===== config.mk =====
export PLATFORM = sky130hd
export DESIGN_NAME = uart_tx_framer
export DESIGN_NICKNAME = d
export VERILOG_FILES = /design/src/rtl/uart_tx_framer.sv
export SDC_FILE = /design/constraint.sdc
export NUM_CORES = 1
export LEC_CHECK = 0
export BUFFER_PORTS_ARGS = -buffer_cell sky130_fd_sc_hd__buf_2
export CORE_MARGIN = 4
export CORE_UTILIZATION = 40
export CTS_BUF_LIST = sky130_fd_sc_hd__clkbuf_4 sky130_fd_sc_hd__clkbuf_8
export CTS_CLUSTER_SIZE = 25
export DETAILED_ROUTE_END_ITERATION = 10
export HOLD_SLACK_MARGIN = 0.12
export PLACE_DENSITY = 0.59
export SYNTH_ARGS = -nofsm -noshare
export SYNTH_HDL_FRONTEND = slang
export SYNTH_SLANG_ARGS = --single-unit

===== constraint.sdc =====
create_clock -name clk -period 7.4 [get_ports clk]
set_clock_uncertainty 0.15 [all_clocks]
set_input_delay 0.74 -clock clk [delete_from_list [all_inputs] [get_ports clk]]
set_output_delay 0.74 -clock clk [all_outputs]
set_load 0.1 [all_outputs]

===== src/rtl/uart_tx_framer.sv =====
// uart_tx_framer: payload FIFO plus a frame sequencer that drives a UART byte
// transmitter with SOF, CMD, LEN, payload bytes and an XOR checksum.
module uart_tx_framer #(
  parameter int         DEPTH = 16,
  parameter logic [7:0] SOF   = 8'hA5
) (
  input  logic                   clk,
  input  logic                   rst_n,
  input  logic                   wr_en,
  input  logic [7:0]             wr_data,
  input  logic                   send,
  input  logic [7:0]             cmd,
  output logic                   full,
  output logic [$clog2(DEPTH):0] count,
  output logic                   overflow,
  output logic                   busy,
  output logic                   frame_done,
  output logic                   trmt,
  output logic [7:0]             tx_data,
  input  logic                   tx_done
);

  localparam int AW = $clog2(DEPTH);
  localparam int CW = AW + 1;

  typedef enum logic [2:0] {
    S_IDLE,
    S_SOF,
    S_CMD,
    S_LEN,
    S_PAY,
    S_CHK,
    S_DONE
  } state_t;

  // Every byte state spends one ISSUE cycle pulsing trmt, then WAITs for tx_done.
  typedef enum logic {
    PH_ISSUE,
    PH_WAIT
  } phase_t;

  state_t        state_q, state_d;
  phase_t        phase_q, phase_d;

  logic [7:0]    mem_q [DEPTH];
  logic [AW-1:0] wr_ptr_q, wr_ptr_d;
  logic [AW-1:0] rd_ptr_q, rd_ptr_d;
  logic [CW-1:0] count_q, count_d;
  logic          overflow_q, overflow_d;

  logic [7:0]    cmd_q, cmd_d;
  logic [7:0]    len_q, len_d;
  logic [7:0]    chk_q, chk_d;
  logic [CW-1:0] rem_q, rem_d;
  logic [7:0]    tx_data_q, tx_data_d;

  logic          full_w;
  logic          wr_accept;
  logic          pop;
  logic [7:0]    head;
  logic [7:0]    issue_byte;

  assign full     = full_w;
  assign count    = count_q;
  assign overflow = overflow_q;
  // The ISSUE cycle shows the fresh byte combinationally (including the FIFO
  // head during PAY); afterwards the registered copy holds it until tx_done.
  assign tx_data  = trmt ? issue_byte : tx_data_q;

  // FIFO pointer/count bookkeeping; a write while full is dropped even if a pop
  // frees a slot in the same cycle, because fullness is judged on count_q.
  always_comb begin
    full_w     = (count_q == CW'(DEPTH));
    wr_accept  = wr_en && !full_w;
    overflow_d = wr_en && full_w;
    wr_ptr_d   = wr_ptr_q;
    rd_ptr_d   = rd_ptr_q;
    count_d    = count_q;
    if (wr_accept) wr_ptr_d = wr_ptr_q + AW'(1);
    if (pop)       rd_ptr_d = rd_ptr_q + AW'(1);
    case ({wr_accept, pop})
      2'b10:   count_d = count_q + CW'(1);
      2'b01:   count_d = count_q - CW'(1);
      default: count_d = count_q;
    endcase
  end

  // Select the byte that belongs to the current state.
  always_comb begin
    head       = mem_q[rd_ptr_q];
    issue_byte = SOF;
    case (state_q)
      S_CMD:   issue_byte = cmd_q;
      S_LEN:   issue_byte = len_q;
      S_PAY:   issue_byte = head;
      S_CHK:   issue_byte = chk_q;
      default: issue_byte = SOF;
    endcase
  end

  // Frame sequencer: next state, handshake outputs and checksum accumulation.
  always_comb begin
    state_d    = state_q;
    phase_d    = phase_q;
    cmd_d      = cmd_q;
    len_d      = len_q;
    chk_d      = chk_q;
    rem_d      = rem_q;
    tx_data_d  = tx_data_q;
    pop        = 1'b0;
    trmt       = 1'b0;
    busy       = 1'b1;
    frame_done = 1'b0;

    if (state_q == S_IDLE || state_q == S_DONE) begin
      busy       = 1'b0;
      frame_done = (state_q == S_DONE);
      state_d    = S_IDLE;
      if (send) begin
        // LEN is the count before any same-cycle write lands.
        state_d = S_SOF;
        phase_d = PH_ISSUE;
        cmd_d   = cmd;
        len_d   = 8'(count_q);
        chk_d   = cmd ^ 8'(count_q);
        rem_d   = count_q;
      end
    end else if (phase_q == PH_ISSUE) begin
      // tx_done during ISSUE belongs to nothing of ours and is ignored.
      trmt      = 1'b1;
      tx_data_d = issue_byte;
      phase_d   = PH_WAIT;
      if (state_q == S_PAY) begin
        pop   = 1'b1;
        chk_d = chk_q ^ head;
        rem_d = rem_q - CW'(1);
      end
    end else if (tx_done) begin
      phase_d = PH_ISSUE;
      case (state_q)
        S_SOF:   state_d = S_CMD;
        S_CMD:   state_d = S_LEN;
        S_LEN:   state_d = (len_q != '0) ? S_PAY : S_CHK;
        S_PAY:   state_d = (rem_q != '0) ? S_PAY : S_CHK;
        default: state_d = S_DONE;
      endcase
    end
  end

  // Control state; reset abandons any frame in flight and empties the FIFO.
  always_ff @(posedge clk) begin
    if (!rst_n) begin
      state_q    <= S_IDLE;
      phase_q    <= PH_ISSUE;
      wr_ptr_q   <= '0;
      rd_ptr_q   <= '0;
      count_q    <= '0;
      overflow_q <= 1'b0;
      tx_data_q  <= 8'h00;
    end else begin
      state_q    <= state_d;
      phase_q    <= phase_d;
      wr_ptr_q   <= wr_ptr_d;
      rd_ptr_q   <= rd_ptr_d;
      count_q    <= count_d;
      overflow_q <= overflow_d;
      tx_data_q  <= tx_data_d;
    end
  end

  // Frame fields and FIFO storage; always loaded before use, so no reset.
  always_ff @(posedge clk) begin
    cmd_q <= cmd_d;
    len_q <= len_d;
    chk_q <= chk_d;
    rem_q <= rem_d;
    if (wr_accept) mem_q[wr_ptr_q] <= wr_data;
  end

endmodule

==> impl.org <==
** Cells and area
- Final Core Density :: 44.89%
- The sequential cells in the finished layout cover a total of 5226 sq um.
- The multi-input combinational cells in the finished layout cover a total of 2456 sq um.
- Of the cells placed in the final design, the portion with a size suffix greater than 1 is 21.00%.
- Antenna diode count :: 0
- Commonest non-fill, non-tap cell in the layout :: sky130_fd_sc_hd__edfxtp_1
- After the last flow step, the layout net total stands at 599.
- The filler cells instantiated in the layout total 1,701.
- Leaving out fill and tap cells, the most frequent cells in the layout are sky130_fd_sc_hd__edfxtp_1 (154), sky130_fd_sc_hd__nor2_1 (47), sky130_fd_sc_hd__buf_2 (38).
- Relative to the synthesized area, the layout overhead comes to 10.07%.

** Timing
- In this run the tightest slew margin relative to its limit is 17.40%.
- Final Hold Slack :: 322.2 ps
- Worst slew pin tran :: 1234 ps
- Counting I/O delays and the setup requirement, the final critical path takes 3925 ps.
- Maximum clock rate :: 0.2548 GHz
- After layout, the worst path uses 53.04% of the clock period.
- Setup violations remaining at the end of the flow were counted as 0.
- Max Transition Viols Final :: 0
- Fin Setup TNS :: 0 ps
- The final count of hold timing violations was 0.
- Unrepaired setup endpoints after global routing :: no

** Critical path
- Along the worst path, the maximum fanout reaches 19.
- The setup path with the least slack is of type reg2out.
- Launching element type of the critical path :: register
- Crit path required time :: 6510 ps
- Arrival time reported for the critical path endpoint :: 3030 ps
- STA classifies the critical path endpoint as an output pin.

** Placement
- IO buf count :: 38
- Half-perimeter wire length after placement :: 11.00 mm
- Final Wtd Congestion :: 0.8053

** Clock network
- In this run, post-CTS hold repair placed 0 buffers.
- Later-pin clock latency in the skew report :: 470 ps
- Buffers inserted by post-CTS timing repair :: 0
- Buffers inserted during clock tree synthesis total 17.
- Number of sinks handled by clock tree synthesis :: 184
- TritonCTS built the clock tree.
- The clock passes through at most 2 buffers.
- Clk pin slew, worst setup/hold paths :: 100 ps
- CTS placed an instance of sky130_fd_sc_hd__clkbuf_8 at the clock tree root.
- Total number of H-tree levels :: 4
- The number of gates resized after CTS was 0.

** Logic synthesis
- Dividing the synthesized area by the synthesized cell count gives 14.78 sq um.
- Counting every instance in the synthesized netlist gives 537.
- The Yosys step of the flow raised 0 warnings.
- Number of enable flip-flop cells after synthesis :: 154
- Ranked by total cell area, the synthesized netlist is headed by sky130_fd_sc_hd__edfxtp_1 (58%), sky130_fd_sc_hd__dfxtp_1 (7.6%), sky130_fd_sc_hd__mux4_2 (6.8%).
- The most used flip-flop cell after synthesis is sky130_fd_sc_hd__edfxtp_1.
- Number of library cell types mapped by synthesis :: 62
- Net count after synthesis :: 568
- Ys async rst share :: 0%
- Number of flip-flops and latches in the synthesized netlist :: 184
- Sequential cells were found to cover 65.83% of the synthesized design area.
- The top cell type by area accounts for 58.26% of the synthesized area.
- The synthesized design spends more area on one cell type than any other, namely sky130_fd_sc_hd__edfxtp_1.
- Post-synthesis instance area :: 7938 sq um

** Pwr
- Total power density per cell area :: 240.7 nW/um^2
- Switching power share of the total :: 24.95%
- Static Leak :: 0.002911 uW
- Power share of the combinational group :: 8.4%
- In this run the power spent charging and discharging nets is 524.7 uW.
- Portion of total power attributed to the clock network :: 35.5%
- IR drop worst, VDD :: 127.2 uV
- Cell internal pwr :: 1578 uW
- Registers are responsible for 56.0% of the overall power.

** Outcome
- The flow ran to the end, and the final reports show no timing, DRC or antenna violations.

** Routing
- Wire per inst :: 19.96 um
- 1st-pass router iterations :: 5
- The detail route stage leaves a number of antenna-violating nets equal to 0.
- The final route contains 4,494 vias.
- Initial drt markers :: 363
- Dividing the detail-routed via count by the number of cells gives 5.312.
- After detailed routing, the number of remaining DRC violations is 0.
- Routed WL :: 16.89 mm

** Run
- The tool flagged a number of max-cap violations equal to 0.

** Hold path
- Class of the tightest hold or removal check :: in2reg

** GRT
- Global-route congestion overflow total :: 0
- The via count of the first global-routing pass is 4,470.
- Global Route Usage Sum :: 15.79%
- The first global-routing pass estimated 26.10 mm of wire.
- Maximum number of pins on one net before global-route repair :: 36
- Number of antenna violations at the first check in global routing :: 0

** Die
- Die outline height :: 148.9 um
- The core region is 19,460 sq um.
- For this configuration, the core starts out at a cell density of 40.78%.
- Total I/O pin count :: 39
- Number of rows created at floorplan :: 51
- DIE WIDTH :: 148.9 um
- Total Die Area :: 22,160 sq um
[cells in the mapped netlist (all sizes together) (2+ instances only)]
| cell type | n |
|---|---|
| nor2 | 47 |
| xnor2 | 12 |
| or4 | 2 |
| nand4 | 6 |
| nand3 | 7 |
| o22ai | 8 |
| o31ai | 2 |
| ha | 10 |
| a221oi | 2 |
| nand2b | 14 |
| o2bb2ai | 3 |
| a21oi | 32 |
| edfxtp | 154 |
| a31oi | 8 |
| nand4b | 2 |
| xor2 | 13 |
| mux2i | 11 |
| and2 | 6 |
| nor2b | 3 |
| o21ai | 5 |
| mux4 | 28 |
| buf | 19 |
| clkbuf | 10 |
| nand3b | 3 |
| mux2 | 3 |
| nor3 | 14 |
| dfxtp | 30 |
| or2 | 3 |
| a22oi | 5 |
| inv | 16 |
| nor3b | 4 |
| o22a | 2 |
| o221ai | 3 |
| nand2 | 36 |
[power by group through the flow]
stage | registers (uW) | clock network (uW) | logic, uW
2_1_floorplan | 1200 | 0 | 131
3_3_place_gp | 1200 | 0 | 175
3_5_place_dp | 1200 | 0 | 179
4_1_cts | 1180 | 759 | 180
5_1_grt | 1180 | 804 | 193
6_report | 1180 | 747 | 178
[layout make-up]
type / count / share of cell area [%]
tap: 265 / 3.795
clock inverter: 15 / 2.434
timing repair buffer: 41 / 2.434
sequential: 184 / 59.82
multi-input combinational: 307 / 28.11
clock buffer: 17 / 2.678
inverter: 17 / 0.7303
[worst max-delay path: stages (launching register included)]
cell                        delay (ps)
sky130_fd_sc_hd__dfxtp_1           680
sky130_fd_sc_hd__buf_4             400
sky130_fd_sc_hd__mux4_2            540
sky130_fd_sc_hd__mux2i_1           270
sky130_fd_sc_hd__a2111oi_2         120
sky130_fd_sc_hd__o22a_2            250
sky130_fd_sc_hd__buf_2             290
[state kept, by name (all words and copies together) (netlist names), named ones only]
register,cells
phase_q,1
wr_ptr_q,4
rd_ptr_q,4
state_q,2
count,5
rem_q,5
len_q,5
overflow,1
tx_data_q,8
mem_q,128
chk_q,8
cmd_q,8
[per-layer routing]
metal,track usage [%],up-vias,wire length [um]
met4,4.485,0,184
met5,0,-,0
li1,-,2091,-
met1,22.19,2281,7781
met2,25.01,106,8267
met3,3.494,16,652
[logic make-up after synthesis]
kind of cell	synth area share [%]
AO/OA/AOI/OAI	6.542
flip-flops	65.83
XOR/XNOR	2.759
adder cells (fa/ha/maj)	1.576
AND/OR/NAND/NOR	9.868
buffers and inverters	3.484
multiplexers	9.946
[stage by stage]
stage / setup WS (ps) / cell area [sq um] / instances / total power (uW)
global placement: 3873 / 8290 / 814 / 1375
detailed placement: 3749 / 8290 / 814 / 1381
global route: 3216 / 8737 / 846 / 2179
finish: 3475 / 8737 / 846 / 2103
floorplan: 3581 / 7938 / 537 / 1329
CTS: 3340 / 8737 / 846 / 2117
[worst paths after layout]
check / cells after the start / end / startpoint / slack (ps)
worst max register to register: 10 / count[4] / count[1] / 3830
worst min-delay path: 1 / cmd_q[4] / cmd[4] / 320
worst min register to register: 2 / register / rd_ptr_q[3] / 360
worst max-delay path: 6 / tx_data[5] / register / 3480
Note: power is estimated with default switching activity, not from simulation.
